===== src/rtl/mem_ctrl_pkg.sv =====
// Shared types and defaults for the word-addressed memory controller.
package mem_ctrl_pkg;

    typedef enum logic {
        INIT,
        RUN
    } state_t;

    localparam int DEF_AWIDTH = 5;
    localparam int DEF_WWIDTH = 8;
    localparam int RSP_DEPTH  = 2;

endpackage


===== src/rtl/mem_ctrl_rsp_fifo.sv =====
// In-order response buffer of RSP_DEPTH entries with push/pop/count.
module rsp_fifo
    import mem_ctrl_pkg::*;
#(
    parameter int WIDTH = 8,
    localparam int CW = $clog2(RSP_DEPTH + 1),
    localparam int PW = $clog2(RSP_DEPTH)
) (
    input  logic             clk,
    input  logic             rst,
    input  logic             push,
    input  logic [WIDTH-1:0] push_data,
    input  logic             pop,
    output logic [WIDTH-1:0] head,
    output logic             valid,
    output logic [CW-1:0]    count
);

    logic [WIDTH-1:0] data [RSP_DEPTH];
    logic [PW-1:0]    wr_ptr;
    logic [PW-1:0]    rd_ptr;
    logic             do_push;
    logic             do_pop;

    assign do_pop  = pop && (count != '0);
    // A full buffer can still take a push when the head leaves on the same edge.
    assign do_push = push && ((count != CW'(RSP_DEPTH)) || do_pop);
    assign valid   = (count != '0);
    assign head    = data[rd_ptr];

    always_ff @(posedge clk or posedge rst) begin
        if (rst) begin
            wr_ptr <= '0;
            rd_ptr <= '0;
            count  <= '0;
            for (int i = 0; i < RSP_DEPTH; i++) begin
                data[i] <= '0;
            end
        end else begin
            if (do_push) begin
                data[wr_ptr] <= push_data;
                wr_ptr       <= wr_ptr + 1'b1;
            end
            if (do_pop) begin
                rd_ptr <= rd_ptr + 1'b1;
            end
            unique case ({do_push, do_pop})
                2'b10:   count <= count + 1'b1;
                2'b01:   count <= count - 1'b1;
                default: count <= count;
            endcase
        end
    end

endmodule


===== src/rtl/mem_ctrl.sv =====
// Single-port word memory with byte enables, zeroing INIT sequence,
// one-cycle read stage and a small in-order response buffer.
module mem_ctrl
    import mem_ctrl_pkg::*;
#(
    parameter int AWIDTH = DEF_AWIDTH,
    parameter int WWIDTH = DEF_WWIDTH,
    localparam int BEWIDTH = WWIDTH / 8
) (
    input  logic               clk,
    input  logic               rst,
    input  logic               req_valid,
    output logic               req_ready,
    input  logic               req_write,
    input  logic [AWIDTH-1:0]  req_addr,
    input  logic [WWIDTH-1:0]  req_wdata,
    input  logic [BEWIDTH-1:0] req_be,
    output logic               rsp_valid,
    input  logic               rsp_ready,
    output logic [WWIDTH-1:0]  rsp_rdata,
    input  logic               clr,
    output logic               init_done
);

    localparam int DEPTH = 2 ** AWIDTH;

    state_t            state;
    logic [AWIDTH-1:0] ptr;
    logic              rd_valid;
    logic [WWIDTH-1:0] rd_data;
    logic [WWIDTH-1:0] mem [DEPTH];
    logic [1:0]        count;
    logic [1:0]        occ;
    logic              accept;
    logic              wr_fire;
    logic              rd_fire;

    // Reads in flight plus buffered responses bound how many we may accept.
    assign occ       = count + {1'b0, rd_valid};
    assign req_ready = (state == RUN) && !clr && (occ < 2'd2);
    assign accept    = req_valid && req_ready;
    assign wr_fire   = accept && req_write;
    assign rd_fire   = accept && !req_write;
    assign init_done = (state == RUN);

    always_ff @(posedge clk or posedge rst) begin
        if (rst) begin
            state    <= INIT;
            ptr      <= '0;
            rd_valid <= 1'b0;
        end else begin
            rd_valid <= rd_fire;
            unique case (state)
                INIT: begin
                    ptr <= ptr + 1'b1;
                    if (ptr == '1) begin
                        state <= RUN;
                    end
                end
                RUN: begin
                    if (clr && !rd_valid && (count == '0)) begin
                        state <= INIT;
                        ptr   <= '0;
                    end
                end
                default: state <= INIT;
            endcase
        end
    end

    // Array is cleared only by walking INIT, never by reset.
    always_ff @(posedge clk) begin
        if (state == INIT) begin
            mem[ptr] <= '0;
        end else if (wr_fire) begin
            for (int i = 0; i < BEWIDTH; i++) begin
                if (req_be[i]) begin
                    mem[req_addr][8*i +: 8] <= req_wdata[8*i +: 8];
                end
            end
        end
        if (rd_fire) begin
            rd_data <= mem[req_addr];
        end
    end

    rsp_fifo #(
        .WIDTH(WWIDTH)
    ) u_rsp_fifo (
        .clk       (clk),
        .rst       (rst),
        .push      (rd_valid),
        .push_data (rd_data),
        .pop       (rsp_ready),
        .head      (rsp_rdata),
        .valid     (rsp_valid),
        .count     (count)
    );

endmodule

===== config.mk =====
export PLATFORM = sky130hd
export DESIGN_NAME = mem_ctrl
export DESIGN_NICKNAME = d
export VERILOG_FILES = /design/src/rtl/mem_ctrl_pkg.sv /design/src/rtl/mem_ctrl_rsp_fifo.sv /design/src/rtl/mem_ctrl.sv
export SDC_FILE = /design/constraint.sdc
export NUM_CORES = 1
export LEC_CHECK = 0
export ABC_AREA = 1
export BUFFER_PORTS_ARGS = -buffer_cell sky130_fd_sc_hd__buf_2
export CORE_MARGIN = 5
export CORE_UTILIZATION = 55
export DETAILED_ROUTE_END_ITERATION = 6
export PLACE_DENSITY = 0.7
export SLEW_MARGIN = 20
export SYNTH_ARGS = -nofsm -noshare
export SYNTH_HDL_FRONTEND = slang
export SYNTH_SLANG_ARGS = --single-unit

===== constraint.sdc =====
create_clock -name clk -period 2.55 [get_ports clk]
set_clock_uncertainty 0.1 [all_clocks]
set_input_delay 0.51 -clock clk [delete_from_list [all_inputs] [get_ports clk]]
set_output_delay 0.51 -clock clk [all_outputs]
set_load 0.01 [all_outputs]

==> results of run 1 <==
-- layout make-up --
| cell class | count | area, µm² |
|---|---|---|
| inverter | 40 | 151 |
| clock inverter | 16 | 144 |
| multi-input combinational | 716 | 3250 |
| tap | 280 | 350 |
| timing repair buffer | 90 | 718 |
| fill | 1647 | 7930 |
| sequential | 291 | 8600 |
| clock buffer | 34 | 744 |
-- placed cells by master, fill, tap and decap left out, types with 3 or more instances in the layout --
master	synthesis	final
sky130_fd_sc_hd__a21oi_1	3	3
sky130_fd_sc_hd__and2_1	8	8
sky130_fd_sc_hd__buf_12	0	9
sky130_fd_sc_hd__buf_2	43	29
sky130_fd_sc_hd__buf_4	1	51
sky130_fd_sc_hd__clkbuf_1	8	5
sky130_fd_sc_hd__clkbuf_16	0	29
sky130_fd_sc_hd__clkinv_1	2	7
sky130_fd_sc_hd__clkinv_2	0	6
sky130_fd_sc_hd__dfrtp_1	27	27
sky130_fd_sc_hd__edfxtp_1	264	264
sky130_fd_sc_hd__ha_1	3	3
sky130_fd_sc_hd__inv_1	36	35
sky130_fd_sc_hd__nand2_1	375	375
sky130_fd_sc_hd__nand2_2	11	10
sky130_fd_sc_hd__nand3_1	213	213
sky130_fd_sc_hd__nand3_2	9	9
sky130_fd_sc_hd__nor2_1	48	30
sky130_fd_sc_hd__nor2_2	1	19
sky130_fd_sc_hd__o21ai_0	28	28
sky130_fd_sc_hd__o21ai_2	4	4
-- logic make-up (layout without fill, tap and decap cells) --
family          after synthesis  in the layout  share of synthesized area (%)
fa+ha+maj                     3              3                          0.307
flops                       291            291                           70.3
buf+inv                      99            180                           3.57
simple gates                672            672                           23.9
compound gates               38             38                           1.70
xor+xnor                      3              3                          0.215
-- state kept, by name (all words and copies together), names as in the netlist, 2 cells and up --
name              cells
ptr                   5
u_rsp_fifo.data      16
rd_data               8
mem                 256
u_rsp_fifo.count      2
-- synth_stat cells --
cell type,instances
sky130_fd_sc_hd__xnor2_1,2
sky130_fd_sc_hd__clkinv_1,2
sky130_fd_sc_hd__ha_1,3
sky130_fd_sc_hd__buf_6,1
sky130_fd_sc_hd__and2_1,8
sky130_fd_sc_hd__o21ai_0,28
sky130_fd_sc_hd__dfrtp_1,27
sky130_fd_sc_hd__nor3_1,2
sky130_fd_sc_hd__inv_2,2
sky130_fd_sc_hd__nor2_1,48
sky130_fd_sc_hd__o21ai_2,4
sky130_fd_sc_hd__nand3_1,213
sky130_fd_sc_hd__nand2_1,375
sky130_fd_sc_hd__edfxtp_1,264
sky130_fd_sc_hd__nand4_2,1
sky130_fd_sc_hd__nand2_2,11
sky130_fd_sc_hd__nor2_2,1
sky130_fd_sc_hd__o22ai_1,1
sky130_fd_sc_hd__or2_2,1
sky130_fd_sc_hd__a31oi_1,1
sky130_fd_sc_hd__clkbuf_1,8
sky130_fd_sc_hd__buf_1,6
sky130_fd_sc_hd__a21oi_1,3
sky130_fd_sc_hd__inv_1,36
sky130_fd_sc_hd__buf_4,1
sky130_fd_sc_hd__nand4_1,1
sky130_fd_sc_hd__nor2_4,2
sky130_fd_sc_hd__o21ai_1,1
sky130_fd_sc_hd__xor2_1,1
sky130_fd_sc_hd__nand3_2,9
sky130_fd_sc_hd__buf_2,43
-- per-layer routing --
metal | vias up | routed length (µm)
met2 | 440 | 13800
met1 | 3983 | 12000
met3 | 52 | 2820
li1 | 3918 | -
met5 | - | 0
met4 | 0 | 683
-- final timing paths --
kind	start	end	slack, ps	cells past startpoint
setup / recovery	rd_valid	mem[16][0]	100	8
hold / removal	rsp_ready	u_rsp_fifo.rd_ptr	180	3
setup reg to reg	rd_valid	mem[16][0]	100	8
hold reg to reg	u_rsp_fifo.data[5]	u_rsp_fifo.data[5]	400	2
max in group asynchronous	rst	u_rsp_fifo.data[0]	1610	4
min in group asynchronous	rst	ptr[1]	480	4
-- per-stage QoR --
stage / util, % / power, mW / setup slack, ps / cell area, µm² / hold slack, ps
5_1_grt: 63.8 / 12.7 / -62.5 / 14000 / 205
4_1_cts: 63.6 / 12.2 / 92.8 / 13900 / 163
3_3_place_gp: 59.5 / 8.17 / -42.9 / 13000 / 383
3_5_place_dp: 59.5 / 8.23 / -75.8 / 13000 / 390
2_1_floorplan: - / 7.45 / 332 / 12200 / 351
6_report: 63.8 / 12.2 / 102 / 14000 / 179
-- power by group through the flow --
| stage | Sequential (mW) | Combinational, mW | Clock [mW] |
|---|---|---|---|
| after floorplan | 6.12 | 1.32 | 0 |
| after global placement | 6.20 | 1.98 | 0 |
| after detailed placement | 6.21 | 2.02 | 0 |
| after CTS | 6.12 | 2.03 | 4.05 |
| after global routing | 6.18 | 2.30 | 4.24 |
| final | 6.12 | 2.08 | 4.01 |
-- worst max-delay path, stage by stage, from the launching register on --
cell	delay, ps
sky130_fd_sc_hd__dfrtp_1	420
sky130_fd_sc_hd__nand2_1	120
sky130_fd_sc_hd__nand2_2	80
sky130_fd_sc_hd__nand4_2	200
sky130_fd_sc_hd__buf_4	170
sky130_fd_sc_hd__nand2_1	60
sky130_fd_sc_hd__o21ai_2	80
sky130_fd_sc_hd__nand2_2	260
sky130_fd_sc_hd__nor2_1	580
-- timing repair --
item / 4_1_cts / 5_1_grt
hold buffers: 1 / 0
setup endpoints to repair: 0 / 142
buffers inserted: 0 / 0
gates resized for setup: 0 / 11
endpoints found under the hold margin: 27 / 0
==> run_results.csv, run 1 <==
group,metric,value,unit
outcome,status,"finished clean",
routing,drt_wl_total,29300,µm
global_route,grt_antenna_before_repair,0,
synthesis,synthDominantCellAreaShare,64.8,%
layout,syn2layout_area_growth,14.1,%
global_route,use_met1,32.9,%
synthesis,synth_area_leaders,"sky130_fd_sc_hd__edfxtp_1 (65%), sky130_fd_sc_hd__nand2_1 (12%), sky130_fd_sc_hd__nand3_1 (8.7%)",
power,power_switching_share,27.8,%
die,starting_utilization_of_the_core_area,55.9,%
global_route,grt.busiest_layer,"met2",
synthesis,syn_area,0.0122,mm²
sta,max_clock_freq,0.409,GHz
power,pd_cells,874,mW/mm²
sta,slew_headroom,56.5,%
power,peakVddDrop,0.482,mV
critical_path,end_kind,"flop",
synthesis,synthesis.yosys.warnings,0,
routing,avgRoutedWirePerCell,19.9,µm
global_route,total_grt_overflow,0,
sta,timing.final.crit_share,96.0,%
place,placed_cells_incl_taps,1416,
die,dieHeight,159,µm
routing,detailroute.via_count,8393,
sta,setup_viol,0,
die,std_cell_rows,54,
layout,layout-drive-gt1-share,15.1,%
critical_path,cp.required,2620,ps
run,drv.max_cap_violation_count,0,
cts,clock-root-buffer,"sky130_fd_sc_hd__clkbuf_16",
synthesis,synthesis.area_per_instance,11.1,µm²
die,floorplan.die.width,159,µm
layout,fin_nets,1191,
synthesis,post_synthesis_sequential_area_ratio,70.3,%
global_route,use_met3,4.25,%
cts,cts_tree,"built",
layout,antenna_cells_inserted,0,
global_route,grt_max_degree,85,
synthesis,synth_cell_type_count,31,
sta,slew_violations,0,
cts,numClockSinks,291,
die,core_region_area,0.0219,mm²
cts,worst_setup_hold_path_clk_slew,60,ps
routing,detail_route.iter0.violations,976,
sta,finalCriticalPeriod,2450,ps
die,die-area,0.0253,mm²
power,intPower,8.81,mW
power,leakagePower,5.38,nW
hold_path,hold_path.class,"input port to flop",
global_route,grt_util_met2,35.8,%
die,ioPinCount,31,
global_route,globalRouteTotalUtil,22.7,%
place,dp.final_hpwl,17900,µm
sta,worst-slew-pin-transition,651,ps
place,port_buffers,30,
cts,htree_num_levels,1,
synthesis,postSynthNetCount,1129,
layout,finish.cell_count_without_fillers,1467,
global_route,wire_length_of_the_first_global_routing_pass,45800,µm
cts,number_of_clock_buffers_inserted_by_tritoncts,29,
routing,routed_via_density,5.72,
critical_path,worst-endpoint-arrival,2520,ps
global_route,number_of_global_route_vias_before_repair,8061,
critical_path,worstSetupStartpointType,"flop",
place,routabilityCongestion,0.873,
sta,final_hold_violating_endpoints,0,
power,combinational_fraction_of_design_power,17.0,%
routing,length_of_the_first_detailed_routing_pass_in_iterations,5,
power,pwr-share-seq,50.2,%
power,clock_power_share,32.8,%
cts,clkLatencyLatePin,540,ps
synthesis,synthCells,1106,
power,power_switching,3.39,mW
synthesis,synth_seq_cells,291,
sta,fin_setup_tns,0,ps
routing,final_antenna_net_count,0,
synthesis,yosysTopAreaCell,"sky130_fd_sc_hd__edfxtp_1",
critical_path,critical_path.max_fanout,8,
cts,cts.path.max_buffers,3,
sta,grt_setup_unrepaired,"yes",
routing,drcViolationCount,0,
critical_path,critPathKind,"flop to flop",
(Power assumes the default switching activity.)
==> run 2: changes to the inputs <==
- CTS_CLUSTER_DIAMETER: default -> 30
- GPL_TIMING_DRIVEN: default -> 0
==> run_results.csv, run 2 (synthesized netlist as in run 1, its figures left out) <==
group,metric,value,unit
outcome,status,"complete, but fails checks",
outcome,failed_checks,"negative setup slack",
power,intPower,10.7,mW
global_route,globalRouteTotalUtil,24.1,%
routing,length_of_the_first_detailed_routing_pass_in_iterations,7,
layout,nFillCells,1575,
routing,final_antenna_net_count,0,
layout,mostFrequentLayoutCell,"sky130_fd_sc_hd__nand2_1",
cts,cts.path.max_buffers,3,
critical_path,worst-endpoint-arrival,2640,ps
layout,fin_nets,1217,
layout,register_with_the_highest_flop_count,"mem",
critical_path,r2r_endpoint,"mem[17][6]",
global_route,total_grt_overflow,0,
routing,detail_route.iter0.violations,1047,
die,core_region_area,0.0219,mm²
cts,number_of_clock_buffers_inserted_by_tritoncts,50,
layout,finalCoreUtilization,67.3,%
sta,slew_headroom,47.3,%
layout,antenna_cells_inserted,0,
sta,max_clock_freq,0.386,GHz
sta,worst-slew-pin-transition,788,ps
critical_path,critPathKind,"flop to flop",
routing,avgRoutedWirePerCell,20.4,µm
sta,slew_violations,0,
power,clock_power_share,43.9,%
sta,finalCriticalPeriod,2590,ps
critical_path,critical_path.max_fanout,10,
critical_path,r2r_worst_path_depth,8,
place,routabilityCongestion,0.979,
sta,grt_setup_unrepaired,"yes",
critical_path,critPathLaunch,"u_rsp_fifo.count[0]",
critical_path,reg_to_reg_slack_setup,-40,ps
die,starting_utilization_of_the_core_area,55.9,%
layout,layout.cells.most_common_list,"sky130_fd_sc_hd__nand2_1 (375), sky130_fd_sc_hd__edfxtp_1 (264), sky130_fd_sc_hd__nand3_1 (213)",
die,std_cell_rows,54,
routing,drcViolationCount,0,
sta,final.setup.worst_slack,-37.4,ps
layout,layout_top_registers,"mem x256, u_rsp_fifo.data x16, rd_data x8",
power,pwr-share-seq,41.7,%
global_route,number_of_global_route_vias_before_repair,8213,
critical_path,cp.required,2610,ps
routing,detailroute.via_count,8581,
routing,routed_via_density,5.67,
global_route,wire_length_of_the_first_global_routing_pass,47300,µm
layout,largest_register_ffs,256,
cts,worst_setup_hold_path_clk_slew,50,ps
layout,layout-drive-gt1-share,18.4,%
cts,clkLatencyLatePin,550,ps
power,pd_cells,993,mW/mm²
sta,final_hold_violating_endpoints,0,
power,power_switching,3.95,mW
cts,postCtsSetupBuffers,0,
sta,setup_viol,24,
die,ioPinCount,31,
critical_path,critical_path.endpoint,"mem[17][6]",
sta,fin_setup_tns,-390,ps
critical_path,crit-reg2reg-launch,"u_rsp_fifo.count[0]",
place,dp.final_hpwl,20500,µm
place,port_buffers,27,
global_route,grt_max_degree,30,
die,die-area,0.0253,mm²
cts,numClockSinks,291,
global_route,grt_antenna_before_repair,1,
power,leakagePower,5.69,nW
cts,cts_tree,"built",
power,peakVddDrop,0.547,mV
run,drv.max_cap_violation_count,0,
power,power_switching_share,27.0,%
die,floorplan.die.width,159,µm
die,dieHeight,159,µm
layout,syn2layout_area_growth,20.4,%
sta,timing.final.crit_share,101,%
cts,clock-root-buffer,"sky130_fd_sc_hd__clkbuf_16",
critical_path,worstSetupStartpointType,"flop",
hold_path,hold_path.class,"input port to flop",
routing,drt_wl_total,30900,µm
critical_path,end_kind,"flop",
cts,htree_num_levels,2,
power,combinational_fraction_of_design_power,14.4,%
[run 2: cell types whose count changed in the layout (fill, tap and decap cells not counted), sizes merged]
cell	change
clkinvlp	+3
buf	-3
clkinv	+9
bufinv	+4
clkbuf	+31
inv	+2
[run 2: power by group through the flow]
stage               clock [mW]  sequential, mW  combinational (mW)
finish                    6.43            6.10                2.11
detailed placement           0            6.18                1.94
CTS                       6.46            6.10                1.99
floorplan                    0            6.12                1.32
global route              6.76            6.15                2.30
global placement             0            6.16                1.88
[run 2: metal layers]
layer	routed length [µm]	share of wire, %	vias up	GRT usage, %
li1	-	-	3998	-
met5	11	0.036	-	0
met2	14200	46	475	37.4
met3	3050	9.9	84	5.10
met1	12400	40	4022	33.6
met4	1190	3.8	2	9.62
[run 2: layout make-up]
type | instances | area, µm² | area share [%]
flip-flops and latches | 291 | 8600 | 58.4
multi-input cells | 716 | 3370 | 22.9
clock buffers | 57 | 1300 | 8.81
well taps | 280 | 350 | 2.38
clock inverters | 34 | 340 | 2.31
repair buffers | 36 | 338 | 2.29
plain buffers | 59 | 288 | 1.95
inverters | 40 | 150 | 1.02
[run 2: worst max-delay path: stages (launching register included)]
cell	delay, ps
sky130_fd_sc_hd__dfrtp_1	430
sky130_fd_sc_hd__nand2_1	110
sky130_fd_sc_hd__nor2_1	40
sky130_fd_sc_hd__nor2_1	110
sky130_fd_sc_hd__nand4_2	110
sky130_fd_sc_hd__buf_6	160
sky130_fd_sc_hd__o21ai_2	160
sky130_fd_sc_hd__nand2_2	280
sky130_fd_sc_hd__nor2_1	710
[run 2: how the worst min path moves through the flow]
stage / start / to / slack [ps] / depth (start not counted)
after floorplan: rd_data[0] / u_rsp_fifo.data[0] / 350 / 2
after global placement: rd_data[2] / u_rsp_fifo.data[2] / 360 / 2
after detailed placement: rd_data[3] / u_rsp_fifo.data[3] / 370 / 2
after CTS: rst / rd_valid / 150 / 2
after global routing: rsp_ready / u_rsp_fifo.rd_ptr / 180 / 3
final: rsp_ready / u_rsp_fifo.rd_ptr / 180 / 3
[run 2: repair_timing]
action / in CTS / in global routing
resized for setup: 8 / 30
hold endpoints to repair: 0 / 27
endpoints found under the setup margin: 40 / 216
hold buffers: 0 / 1
[run 2: per-stage QoR]
stage               hold slack, ps  instance area (µm²)  instances  power, mW  setup WS (ps)
global placement               359                12700       1413       8.05          -1310
global route                   184                14700       1513       15.2           -174
floorplan                      351                12200       1106       7.45            332
CTS                            154                14600       1512       14.5           -121
finish                         180                14700       1513       14.6          -37.4
detailed placement             372                13000       1421       8.12           -313
==> run 3: changes to the inputs <==
- REMOVE_ABC_BUFFERS: default -> 1
==> run_results.csv, run 3 (synthesized netlist as in run 1, its figures left out) <==
group,metric,value,unit
die,starting_utilization_of_the_core_area,55.9,%
routing,routed_via_density,5.77,
place,dp.final_hpwl,16300,µm
sta,slew_headroom,34.7,%
sta,max_clock_freq,0.407,GHz
die,std_cell_rows,54,
cts,worst_setup_hold_path_clk_slew,50,ps
power,peakVddDrop,0.438,mV
hold_path,hold_path.class,"input port to asynchronous set/reset pin",
die,die-area,0.0253,mm²
power,p_total,15.1,mW
cts,clock-root-buffer,"sky130_fd_sc_hd__clkbuf_16",
power,intPower,10.9,mW
routing,drt_wl_total,28800,µm
layout,finalInstanceArea,0.0148,mm²
routing,detail_route.iter0.violations,962,
sta,final_hold_violating_endpoints,27,
global_route,grt_antenna_before_repair,0,
sta,slew_violations,0,
cts,holdBufCountCts,0,
global_route,globalRouteTotalUtil,22.4,%
critical_path,critPathKind,"flop to flop",
die,floorplan.die.width,159,µm
cts,number_of_clock_buffers_inserted_by_tritoncts,47,
layout,layout_top_registers,"mem x256, u_rsp_fifo.data x16, rd_data x8",
layout,layout-drive-gt1-share,17.2,%
cts,numClockSinks,291,
cts,cts_tree,"built",
critical_path,r2r_endpoint,"mem[10][3]",
sta,worst-slew-pin-transition,973,ps
critical_path,crit-reg2reg-launch,"u_rsp_fifo.count[0]",
critical_path,worst-endpoint-arrival,2630,ps
cts,clkLatencyLatePin,530,ps
power,power_switching_share,27.5,%
power,leakagePower,5.60,nW
power,pwr-share-seq,40.6,%
sta,grt_setup_unrepaired,"yes",
layout,register_with_the_highest_flop_count,"mem",
sta,finalCriticalPeriod,2460,ps
layout,layout.cells.most_common_list,"sky130_fd_sc_hd__nand2_1 (375), sky130_fd_sc_hd__edfxtp_1 (264), sky130_fd_sc_hd__nand3_1 (213)",
sta,timing.final.crit_share,96.3,%
place,placed_cell_area,0.0127,mm²
sta,hold-worst-slack,-14.0,ps
die,ioPinCount,31,
routing,detailroute.via_count,8445,
power,combinational_fraction_of_design_power,15.2,%
critical_path,worstSetupStartpointType,"flop",
routing,length_of_the_first_detailed_routing_pass_in_iterations,5,
layout,mostFrequentLayoutCell,"sky130_fd_sc_hd__nand2_1",
cts,htree_num_levels,2,
critical_path,cp.required,2730,ps
place,port_buffers,30,
critical_path,reg_to_reg_slack_setup,90,ps
cts,cts.path.max_buffers,3,
outcome,failed_checks,"negative hold slack",
critical_path,critical_path.max_fanout,10,
die,core_region_area,0.0219,mm²
critical_path,r2r_worst_path_depth,9,
routing,drcViolationCount,0,
global_route,grt_max_degree,97,
routing,avgRoutedWirePerCell,19.7,µm
run,drv.max_cap_violation_count,0,
outcome,status,"complete, but fails checks",
layout,antenna_cells_inserted,0,
layout,largest_register_ffs,256,
routing,final_antenna_net_count,0,
sta,fin_setup_tns,0,ps
layout,fin_nets,1170,
sta,setup_viol,0,
die,dieHeight,159,µm
power,power_switching,4.15,mW
global_route,total_grt_overflow,0,
critical_path,end_kind,"flop",
power,clock_power_share,44.2,%
global_route,number_of_global_route_vias_before_repair,8170,
layout,syn2layout_area_growth,21.1,%
power,pd_cells,1020,mW/mm²
global_route,wire_length_of_the_first_global_routing_pass,45300,µm
place,routabilityCongestion,0.831,
layout,nFillCells,1512,
## run 3: changes by cell type in the layout (fill, tap and decap cells not counted), sizes merged
cell         previous run  this run
clkinvlp                5         8
buf                    86        50
clkbuf                 65        50
dlygate4sd3             1         0
clkinv                 23        15
nand4                   2         3
inv                    40        42
bufinv                  6        10
## run 3: through the flow
step | instances | util [%] | hold slack, ps | setup slack [ps]
after CTS | 1459 | 67.1 | 159 | -113
after global routing | 1463 | 67.7 | 41.5 | -46.9
after global placement | 1357 | 56.9 | 361 | -3880
after detailed placement | 1364 | 58.0 | 371 | -1000
after floorplan | 1047 | - | 351 | 128
final | 1463 | 67.7 | -14.0 | 93.7
## run 3: what timing repair did
item                       in CTS  in global routing
gates cloned                    1                  0
buffers inserted                9                  4
setup endpoints to repair     458                256
pin swaps                       8                  2
resized for setup              49                 22
## run 3: worst max-delay path, stage by stage, from the launching register on
cell                      delay [ps]
sky130_fd_sc_hd__dfrtp_1         430
sky130_fd_sc_hd__nand2_1         120
sky130_fd_sc_hd__nor2_1           50
sky130_fd_sc_hd__nor2_1          250
sky130_fd_sc_hd__nand4_2         460
sky130_fd_sc_hd__nand2_1         200
sky130_fd_sc_hd__nand2_2         120
sky130_fd_sc_hd__nand3_2         240
sky130_fd_sc_hd__nor2_4           70
sky130_fd_sc_hd__buf_4           170
## run 3: metal layers
metal  part of all wire, %  vias up  track usage (%)
met1                    41     4086             31.7
met5                     0        -                0
met4                   3.0        0             8.41
li1                      -     3905                -
met3                   8.0       61             3.39
met2                    48      393             35.5
## run 3: worst max path at each step
| stage | from | endpoint | slack (ps) |
|---|---|---|---|
| 6_report | u_rsp_fifo.count[0] | mem[10][3] | 90 |
| 2_1_floorplan | req_addr[1] | mem[10][0] | 130 |
| 5_1_grt | u_rsp_fifo.count[0] | mem[10][3] | -50 |
| 3_5_place_dp | req_write | mem[31][6] | -1000 |
| 4_1_cts | u_rsp_fifo.count[0] | mem[0][1] | -110 |
| 3_3_place_gp | req_addr[0] | mem[31][6] | -3880 |
## run 3: cell type report
cell class              instances  area, µm²  area share, %
well taps                     280        350           2.36
multi-input cells             717       3550           23.9
repair buffers                 50        492           3.32
clock inverters                35        482           3.25
clock buffers                  50       1190           8.01
flip-flops and latches        291       8600           58.0
inverters                      40        158           1.06
## run 3: power groups by stage
stage                     clock [mW]  sequential [mW]  combinational, mW
after floorplan                    0             6.15               1.22
after detailed placement           0             6.21               1.84
final                           6.66             6.13               2.29
after global routing            6.93             6.19               2.50
after CTS                       6.69             6.12               2.13
after global placement             0             6.19               1.79
